--- config.mk ---
export PLATFORM = sky130hd
export DESIGN_NAME = mem_bus_arb_flat
export DESIGN_NICKNAME = d
export VERILOG_FILES = /design/src/rtl/mem_bus_arb_pkg.sv /design/src/rtl/mem_bus_arb_if.sv /design/src/rtl/mem_bus_arb_bus_beat_gen.sv /design/src/rtl/mem_bus_arb.sv /design/src/flat_wrapper.sv
export SDC_FILE = /design/constraint.sdc
export NUM_CORES = 1
export LEC_CHECK = 0
export CAP_MARGIN = 20
export CORE_AREA = 10 10 148 150
export DETAILED_ROUTE_END_ITERATION = 6
export DIE_AREA = 0 0 158 160
export SYNTH_ARGS = -nofsm -noshare
export SYNTH_HDL_FRONTEND = slang
export SYNTH_SLANG_ARGS = --single-unit
--- constraint.sdc ---
create_clock -name clk -period 1.5 [get_ports clk]
set_input_delay 0.3 -clock clk [delete_from_list [all_inputs] [get_ports clk]]
set_output_delay 0.3 -clock clk [all_outputs]
set_load 0.1 [all_outputs]
--- src/rtl/mem_bus_arb_pkg.sv ---
// Shared types and geometry helpers for the I/D memory bus arbiter.
package mem_bus_arb_pkg;

  typedef enum logic [1:0] {
    IDLE   = 2'd0,
    I_XFER = 2'd1,
    D_XFER = 2'd2
  } arb_state_t;

  function automatic int unsigned beat_bytes(input int unsigned data_w);
    return data_w / 8;
  endfunction

  function automatic int unsigned beat_off(input int unsigned data_w);
    return $clog2(data_w / 8);
  endfunction

  function automatic int unsigned line_off(input int unsigned data_w, input int unsigned line_beats);
    return $clog2(line_beats * data_w / 8);
  endfunction

  function automatic int unsigned cnt_w(input int unsigned line_beats);
    return $clog2(line_beats);
  endfunction

endpackage

--- src/rtl/mem_bus_arb_if.sv ---
// Shared memory bus: one beat request/ack handshake with read and write data.
interface mem_bus_arb_if #(
  parameter int unsigned ADDR_W = 64,
  parameter int unsigned DATA_W = 64
);
  logic              b_req;
  logic              b_we;
  logic [ADDR_W-1:0] b_addr;
  logic [DATA_W-1:0] b_wdata;
  logic              b_ack;
  logic [DATA_W-1:0] b_rdata;

  modport master (output b_req, b_we, b_addr, b_wdata, input b_ack, b_rdata);
  modport slave  (input b_req, b_we, b_addr, b_wdata, output b_ack, b_rdata);
endinterface

--- src/rtl/mem_bus_arb_bus_beat_gen.sv ---
// Beat counter, last-beat flag and incrementing beat address within a cache line.
module bus_beat_gen
  import mem_bus_arb_pkg::*;
#(
  parameter int unsigned ADDR_W     = 64,
  parameter int unsigned DATA_W     = 64,
  parameter int unsigned LINE_BEATS = 8
) (
  input  logic              clk,
  input  logic              rst_n,
  input  logic              active,
  input  logic              ack,
  input  logic [ADDR_W-1:0] base,
  output logic              last,
  output logic [ADDR_W-1:0] addr
);

  localparam int unsigned CW   = cnt_w(LINE_BEATS);
  localparam int unsigned BOFF = beat_off(DATA_W);
  localparam int unsigned OFF  = line_off(DATA_W, LINE_BEATS);

  logic [CW-1:0] cnt;
  logic          unused_ok;

  assign last = (cnt == CW'(LINE_BEATS - 1));

  always_ff @(posedge clk) begin
    if (!rst_n)
      cnt <= '0;
    else if (active && ack)
      cnt <= last ? '0 : cnt + 1'b1;
  end

  // line offset bits of the request address are replaced by the beat index
  assign addr      = {base[ADDR_W-1:OFF], cnt, {BOFF{1'b0}}};
  assign unused_ok = ^base[OFF-1:0];

endmodule

--- src/rtl/mem_bus_arb.sv ---
// I/D cache line arbiter for the shared memory bus, with D write-back and AMO bus lock.
module mem_bus_arb
  import mem_bus_arb_pkg::*;
#(
  parameter int unsigned ADDR_W     = 64,
  parameter int unsigned DATA_W     = 64,
  parameter int unsigned LINE_BEATS = 8
) (
  input  logic              clk,
  input  logic              rst_n,
  input  logic              i_req,
  input  logic [ADDR_W-1:0] i_addr,
  output logic              i_gnt,
  output logic              i_rvalid,
  output logic              i_done,
  input  logic              d_req,
  input  logic              d_we,
  input  logic [ADDR_W-1:0] d_addr,
  input  logic [DATA_W-1:0] d_wdata,
  output logic              d_gnt,
  output logic              d_rvalid,
  output logic              d_wnext,
  output logic              d_done,
  input  logic              amo_req,
  output logic              amo_ack,
  mem_bus_arb_if.master     bus,
  output logic              b_rd_i,
  output logic              b_rd_d
);

  arb_state_t        state, state_nx;
  logic              grant_i, grant_d;
  logic              last_d, lock_q, we_q;
  logic              i_gnt_q, d_gnt_q;
  logic [ADDR_W-1:0] base_q;
  logic [ADDR_W-1:0] beat_addr;
  logic              in_xfer, last_beat, beat_done;
  logic              is_i, is_d;

  assign is_i      = (state == I_XFER);
  assign is_d      = (state == D_XFER);
  assign in_xfer   = is_i || is_d;
  assign beat_done = in_xfer && bus.b_ack && last_beat;

  always_ff @(posedge clk) begin
    if (!rst_n)
      state <= IDLE;
    else
      state <= state_nx;
  end

  // D wins unless I is waiting and D had the last turn, or D is idle; the lock bars I
  always_comb begin
    state_nx = state;
    grant_i  = 1'b0;
    grant_d  = 1'b0;
    case (state)
      IDLE: begin
        grant_i = i_req && !lock_q && (last_d || !d_req);
        grant_d = d_req && (lock_q || !(i_req && last_d));
        if (grant_d)
          state_nx = D_XFER;
        else if (grant_i)
          state_nx = I_XFER;
      end
      I_XFER, D_XFER: if (beat_done) state_nx = IDLE;
      default: state_nx = IDLE;
    endcase
  end

  always_ff @(posedge clk) begin
    if (!rst_n) begin
      last_d  <= 1'b0;
      lock_q  <= 1'b0;
      we_q    <= 1'b0;
      base_q  <= '0;
      i_gnt_q <= 1'b0;
      d_gnt_q <= 1'b0;
    end else begin
      i_gnt_q <= grant_i;
      d_gnt_q <= grant_d;
      if (grant_i) begin
        last_d <= 1'b0;
        base_q <= i_addr;
        we_q   <= 1'b0;
      end else if (grant_d) begin
        last_d <= 1'b1;
        base_q <= d_addr;
        we_q   <= d_we;
      end
      if (!amo_req)
        lock_q <= 1'b0;
      else if (state == IDLE || beat_done)
        lock_q <= 1'b1;
    end
  end

  bus_beat_gen #(
    .ADDR_W    (ADDR_W),
    .DATA_W    (DATA_W),
    .LINE_BEATS(LINE_BEATS)
  ) u_beat (
    .clk   (clk),
    .rst_n (rst_n),
    .active(in_xfer),
    .ack   (bus.b_ack),
    .base  (base_q),
    .last  (last_beat),
    .addr  (beat_addr)
  );

  assign i_gnt       = i_gnt_q;
  assign d_gnt       = d_gnt_q;
  assign bus.b_req   = in_xfer;
  assign bus.b_we    = is_d && we_q;
  assign bus.b_addr  = beat_addr;
  assign bus.b_wdata = d_wdata;
  assign i_rvalid    = bus.b_ack && is_i && !we_q;
  assign d_rvalid    = bus.b_ack && is_d && !we_q;
  assign d_wnext     = bus.b_ack && is_d && we_q;
  assign i_done      = bus.b_ack && is_i && last_beat;
  assign d_done      = bus.b_ack && is_d && last_beat;
  assign amo_ack     = lock_q;
  assign b_rd_i      = is_i;
  assign b_rd_d      = is_d && !we_q;

endmodule

--- src/flat_wrapper.sv ---
// flat-port wrapper written by rule: the top's interface ports become plain ports
module mem_bus_arb_flat import mem_bus_arb_pkg::*;
#(
  parameter int unsigned ADDR_W     = 64,
  parameter int unsigned DATA_W     = 64,
  parameter int unsigned LINE_BEATS = 8
)
  (clk, rst_n, i_req, i_addr, i_gnt, i_rvalid, i_done, d_req, d_we, d_addr, d_wdata, d_gnt, d_rvalid, d_wnext, d_done, amo_req, amo_ack, b_rd_i, b_rd_d, bus_b_req, bus_b_we, bus_b_addr, bus_b_wdata, bus_b_ack, bus_b_rdata);
  mem_bus_arb_if #(.ADDR_W(ADDR_W), .DATA_W(DATA_W)) bus_i ();
  input  logic clk;
  input  logic rst_n;
  input  logic i_req;
  input  logic [ADDR_W-1:0] i_addr;
  output logic i_gnt;
  output logic i_rvalid;
  output logic i_done;
  input  logic d_req;
  input  logic d_we;
  input  logic [ADDR_W-1:0] d_addr;
  input  logic [DATA_W-1:0] d_wdata;
  output logic d_gnt;
  output logic d_rvalid;
  output logic d_wnext;
  output logic d_done;
  input  logic amo_req;
  output logic amo_ack;
  output logic b_rd_i;
  output logic b_rd_d;
  output wire logic [$bits(bus_i.b_req)-1:0] bus_b_req;
  output wire logic [$bits(bus_i.b_we)-1:0] bus_b_we;
  output wire logic [$bits(bus_i.b_addr)-1:0] bus_b_addr;
  output wire logic [$bits(bus_i.b_wdata)-1:0] bus_b_wdata;
  input wire logic [$bits(bus_i.b_ack)-1:0] bus_b_ack;
  input wire logic [$bits(bus_i.b_rdata)-1:0] bus_b_rdata;
  assign bus_b_req = bus_i.b_req;
  assign bus_b_we = bus_i.b_we;
  assign bus_b_addr = bus_i.b_addr;
  assign bus_b_wdata = bus_i.b_wdata;
  assign bus_i.b_ack = bus_b_ack;
  assign bus_i.b_rdata = bus_b_rdata;
  mem_bus_arb #(.ADDR_W(ADDR_W), .DATA_W(DATA_W), .LINE_BEATS(LINE_BEATS)) u_core (.clk(clk), .rst_n(rst_n), .i_req(i_req), .i_addr(i_addr), .i_gnt(i_gnt), .i_rvalid(i_rvalid), .i_done(i_done), .d_req(d_req), .d_we(d_we), .d_addr(d_addr), .d_wdata(d_wdata), .d_gnt(d_gnt), .d_rvalid(d_rvalid), .d_wnext(d_wnext), .d_done(d_done), .amo_req(amo_req), .amo_ack(amo_ack), .bus(bus_i), .b_rd_i(b_rd_i), .b_rd_d(b_rd_d));
endmodule
==> qor.yml, run 1 <==
grt:
  grt_antenna_before_repair: 0
  grt_max_degree: 69
  gr-usage-all-layers_pct: 10.16
  grt_pass1_vias: 3548
  overflow: 0
  grt_pass1_wl_mm: 20.09
final_layout:
  final_cell_mix: "clkdlybuf4s50_1 (120), buf_12 (82), nand2_1 (62), dfxtp_1 (62), o21ai_0 (56)"
  final_cells: 846
  area_growth_pct: 108.7
  final_net_count: 872
  final_util_pct: 37.94
  drive_gt1_share_pct: 36.35
  n_antenna_cell: 0
  layout_commonest_cell: "clkdlybuf4s50_1"
routing:
  drc_errors: 0
  wl_per_cell_um: 19.50
  drt_wl_total_mm: 16.49
  dr.pass1.iters: 6
  vias: 3709
  antenna_left: 0
  routed_via_density: 4.384
  drt-initial-drc-count: 130
timing:
  fmax_ghz: 0.6103
  skew_ps: 6.752
  min_period_over_period_pct: 109.2
  post-route-min-period_ps: 1639
  setup_viol: 65
  hold_viol: 0
  fin_setup_tns_ps: -3826
  grt_setup_unrepaired: "true"
  drv_slew: 0
  setup_slack_ps: -138.6
clock_network:
  h-tree-depth: 3
  cts_tree: "yes"
  root_buffer: "clkbuf_16"
  cts.clk_slew.worst_paths_ps: 60
  clock_sinks: 68
  max-clock-path-buffers: 2
  cts_buffers: 9
  cts-hold-fix-buffers: 0
  clk-insertion-delay-late_ps: 330
logic_synthesis:
  syn_area_um2: 3470
  synth_cell_types: 26
  syn_inst: 458
  synth_top_area_share_pct: 39.24
  syn_avg_cell_area_um2: 7.575
  yosys_warnings: 0
  ys_seq_elements: 68
  synth_area_leaders: "dfxtp_1 (39%), buf_4 (15%), nand2_1 (14%)"
  ys_seq_area_share_pct: 39.24
  yosysTopAreaCell: "dfxtp_1"
pwr:
  ir_worst_vdd_v: 0.0007456
  power.share.clock_pct: 14.0
  p_total_mw: 14.12
  switchingPower_mw: 7.107
  seqPwrFrac_pct: 20.1
  p_sw_share_pct: 50.32
  pwr-share-comb_pct: 66.0
  powerDensity_nw_per_um2: 1951
  intPower_mw: 7.016
  p_leak_nw: 2.962
job:
  drv_cap: 0
setup_path:
  crit_path_start_kind: "register"
  cp_data_arrival_time_ps: 1340
  crit_start: "u_core.state[1]"
  crit_required_ps: 1200
  worst-setup-path-type: "reg -> out"
  r2r_start: "u_core.state[1]"
  cp-end-kind: "output port"
  worstPathMaxFanout: 3
die:
  die_x_um: 158
  num_io_pins: 403
  die_h_um: 160
  row_count: 51
  coreArea_um2: 19080
  die-area_um2: 25280
  start_util_pct: 18.18
place:
  dp_hpwl_mm: 9.810
  dp_slack_ps: -306.2
  place_inst: 806
  io_buffers: 195
  place.gp.congestion: 0.7112
status:
  status: "complete, but fails checks"
  violations: "negative setup slack"
min_path:
  min_from: "rst_n"
  min_path_type: "in -> reg"
## cell type report
cell class                 count  area, um^2
clock buffer                  12       246.5
clock inverter                 3       15.01
inverter                       3       16.27
multi-input combinational    288        1959
sequential                    68        1381
tap                          238       297.8
fill                        1869       11840
timing repair buffer         234        3323
## per-layer routing
metal  wire length (um)  vias up  GRT usage, %
met5                  0        -             0
met4                595        0         5.097
met3               1156       51         4.083
met2               8241      144         16.99
met1               6501     1737         10.80
li1                   -     1777             -
## metrics by stage
stage                     cell area, um^2  hold slack, ps
after floorplan                      3580           418.6
after detailed placement             6081           485.1
after global placement               6081           475.6
final                                7239           441.2
after global routing                 7239           467.8
after CTS                            6437           427.6
## logic make-up (layout without fill, tap and decap cells)
family	count (synthesis)	in the layout	share of synthesized area [%]
simple gates	151	151	17.67
compound gates	128	128	20.95
buf+inv	104	252	19.94
flops	68	68	39.24
fa+ha+maj	5	5	1.803
other cells	1	3	0.1081
mux	1	1	0.2885
## power groups by stage
stage	registers (mW)	clock network, mW	logic (mW)
3_3_place_gp	2.84	0	8.09
2_1_floorplan	5.98	0	2.53
6_report	2.84	1.97	9.32
3_5_place_dp	2.86	0	8.11
5_1_grt	2.88	2.13	9.67
4_1_cts	2.84	2.07	8.24
## cell usage after synthesis
master and count:
nor2b_1 2, nand2_1 126, a21boi_0 3, buf_2 11, clkbuf_1 13, o21a_1 1
a21oi_1 4, nand3b_1 1, and3_1 4, buf_4 69, nor2_1 8, a31oi_1 58
inv_1 3, conb_1 1, mux2i_1 1, nand3_1 3, a311oi_1 1, nor2b_4 1
clkbuf_2 5, buf_6 3, o21ai_0 61, dfxtp_1 68, and2_1 3, nand2b_1 2
ha_1 5, nor3_1 1
## repair_timing
action	CTS	global route
gates resized for setup	14	120
setup buffers	6	4
endpoints found under the setup margin	9	68
pin swaps	6	110
gates cloned	0	15
endpoints found under the hold margin	0	0
## critical path, stage by stage (launching register included)
cell     delay, ps
dfxtp_4        360
inv_4           70
buf_6           90
ha_4           140
and3_4         180
buf_12         170
## flip-flops by register name, indices dropped and copies added (netlist names)
signal             cells
u_core.amo_ack         1
u_core.base_q         58
u_core.d_gnt           1
u_core.i_gnt           1
u_core.last_d          1
u_core.state           2
u_core.u_beat.cnt      3
u_core.we_q            1
## path summary, 6_finish.rpt
check / cells after the start / slack (ps) / end
max: 5 / -140 / i_done
min: 4 / 440 / u_core.base_q[19]
min reg2reg: 2 / 510 / u_core.state[1]
max reg2reg: 7 / -100 / u_core.base_q[34]
Power figures use the tool's default switching activity.
==> run 2, diff against run 1 <==
- CTS_CLUSTER_SIZE: not set -> 12
- REMOVE_ABC_BUFFERS: not set -> 1
==> qor.yml, run 2 (synthesis gave the netlist of run 1 again) <==
clock_network:
  cts_tree: "yes"
  clk-insertion-delay-late_ps: 340  # about the same
  cts.clk_slew.worst_paths_ps: 60  # about the same
  h-tree-depth: 3  # unchanged
  root_buffer: "clkbuf_16"
  cts-hold-fix-buffers: 0  # unchanged
  cts_buffers: 9  # unchanged
  clock_sinks: 68  # unchanged
  max-clock-path-buffers: 2  # unchanged
pwr:
  p_leak_nw: 2.603  # -12%
  powerDensity_nw_per_um2: 2022  # +3.6%
  p_total_mw: 13.29  # -5.9%
  ir_worst_vdd_v: 0.001011  # +36%
status:
  status: "complete, but fails checks"
  violations: "negative setup slack"
place:
  placedInstanceArea_um2: 6053  # -0.45%
  dp_slack_ps: -337.0  # -30.75 ps
  io_buffers: 195  # unchanged
  place.gp.congestion: 0.8156  # +15%
  dp_hpwl_mm: 19.20  # +96%
  place_inst: 816  # +1.2%
setup_path:
  worstPathMaxFanout: 5  # +2
  crit_chain: "inv_4 -> buf_6 -> ha_4 -> and3_4 -> buf_12"
  r2r_end: "u_core.base_q[46]"
  r2r_start: "u_core.state[0]"
  crit_slowest_cell: "dfxtp_4"
  worst-setup-path-type: "reg -> out"
  reg2reg_slack_ps: 10  # +110 ps
  ff2ff_path_depth: 6  # -1
  crit_required_ps: 1200  # about the same
  crit_path_start_kind: "register"
  cp-end-kind: "output port"
  critPathMaxStageDelay_ps: 360  # about the same
  cp_data_arrival_time_ps: 1380  # +40 ps
final_layout:
  final_cells: 841  # -0.59%
  layout_commonest_cell: "nand2_1"
  drive_gt1_share_pct: 24.00  # -12 points
  regMostFlops: "u_core.base_q"
  final_net_count: 865  # -0.80%
  largest_registers: "u_core.base_q x58, u_core.u_beat.cnt x3, u_core.state x2"
  area_growth_pct: 89.54
  final_util_pct: 34.47  # -3.5 points
  largest_reg_flops: 58  # unchanged
  fin_area_um2: 6576  # -9.2%
  final_cell_mix: "nand2_1 (125), clkdlybuf4s50_1 (120), buf_12 (81)"
routing:
  wl_per_cell_um: 27.30  # +40%
  drt-initial-drc-count: 190  # +46%
  antenna_left: 0  # unchanged
  routed_via_density: 4.366  # -0.41%
  dr.pass1.iters: 4  # -2
  drc_errors: 0  # unchanged
  drt_wl_total_mm: 22.96  # +39%
  vias: 3672  # -1.0%
grt:
  gr-usage-all-layers_pct: 16.56  # +6.4 points
  grt_antenna_before_repair: 4  # +4
  grt_pass1_wl_mm: 29.05  # +45%
  overflow: 0  # unchanged
  grt_max_degree: 45  # -35%
  grt_pass1_vias: 3557  # +0.25%
die:
  num_io_pins: 403  # unchanged
  die_h_um: 160  # unchanged
  die_x_um: 158  # unchanged
  row_count: 51  # unchanged
  die-area_um2: 25280  # unchanged
  coreArea_um2: 19080  # unchanged
  start_util_pct: 18.18  # unchanged
min_path:
  hold_path_end: "u_core.base_q[48]"
  min_from: "rst_n"
  min_path_type: "in -> reg"
  min_delay_path_depth: 3  # -1
timing:
  drv_slew: 0  # unchanged
  fmax_ghz: 0.5949  # -2.5%
  post-route-min-period_ps: 1681  # +42.40 ps
  whs_ps: 366.6  # -74.63 ps
  min_period_over_period_pct: 112.1  # +2.8 points
  setup_slack_ps: -180.9  # -42.40 ps
  fin_setup_tns_ps: -1236  # +2590 ps
  hold_viol: 0  # unchanged
  setup_viol: 8  # -88%
  grt_setup_unrepaired: "true"
  skew_ps: 7.456  # +0.7040 ps
job:
  drv_cap: 0  # unchanged
run 2: changes by cell type in the layout (fill, tap and decap cells not counted), sizes merged:
| cell | before | now |
|---|---|---|
| clkbuf | 22 | 14 |
| diode | 0 | 3 |
| buf | 103 | 104 |
| clkinv | 3 | 2 |
run 2: critical path, delay by kind of cell, from the launching register on:
kind | cells | cell delay [ps]
DFF | 1 | 360
adders and majority gates | 1 | 160
and+or+nand+nor | 1 | 200
buffers and inverters | 3 | 320
run 2: worst max path at each step:
stage | endpoint | from | cells past startpoint | slack, ps
2_1_floorplan | u_core.base_q[11] | u_core.amo_ack | 4 | -1550
3_3_place_gp | u_core.base_q[27] | i_req | 6 | -330
3_5_place_dp | u_core.base_q[22] | i_req | 6 | -340
4_1_cts | i_rvalid | u_core.state[1] | 5 | -160
5_1_grt | d_done | u_core.state[0] | 5 | -230
6_report | d_wnext | u_core.state[0] | 5 | -180
run 2: area by class of cell:
type,count,area [um^2]
flip-flops and latches,68,1369
diodes,3,7.507
clock buffers,12,266.5
clock inverters,2,10.01
repair buffers,227,3070
inverters,3,13.76
fillers,1920,12500
well taps,238,297.8
multi-input cells,288,1541
run 2: repair_timing:
item,CTS,global route
endpoints found under the setup margin,59,68
gates cloned,0,3
pin swaps,3,6
gates resized for setup,24,14
buffers inserted,2,3
run 2: report_power, final:
group	internal, mW	switching (mW)
registers	2.32	0.516
logic	3.11	5.31
clock network	1.23	0.804
run 2: metal layers:
metal	track usage [%]	part of all wire, %	vias up	wire [um]
li1	-	-	1761	-
met1	11.28	25	1586	5675
met2	27.47	47	309	10800
met3	20.92	27	14	6234
met4	3.075	1.0	2	235
met5	0	0.087	-	20
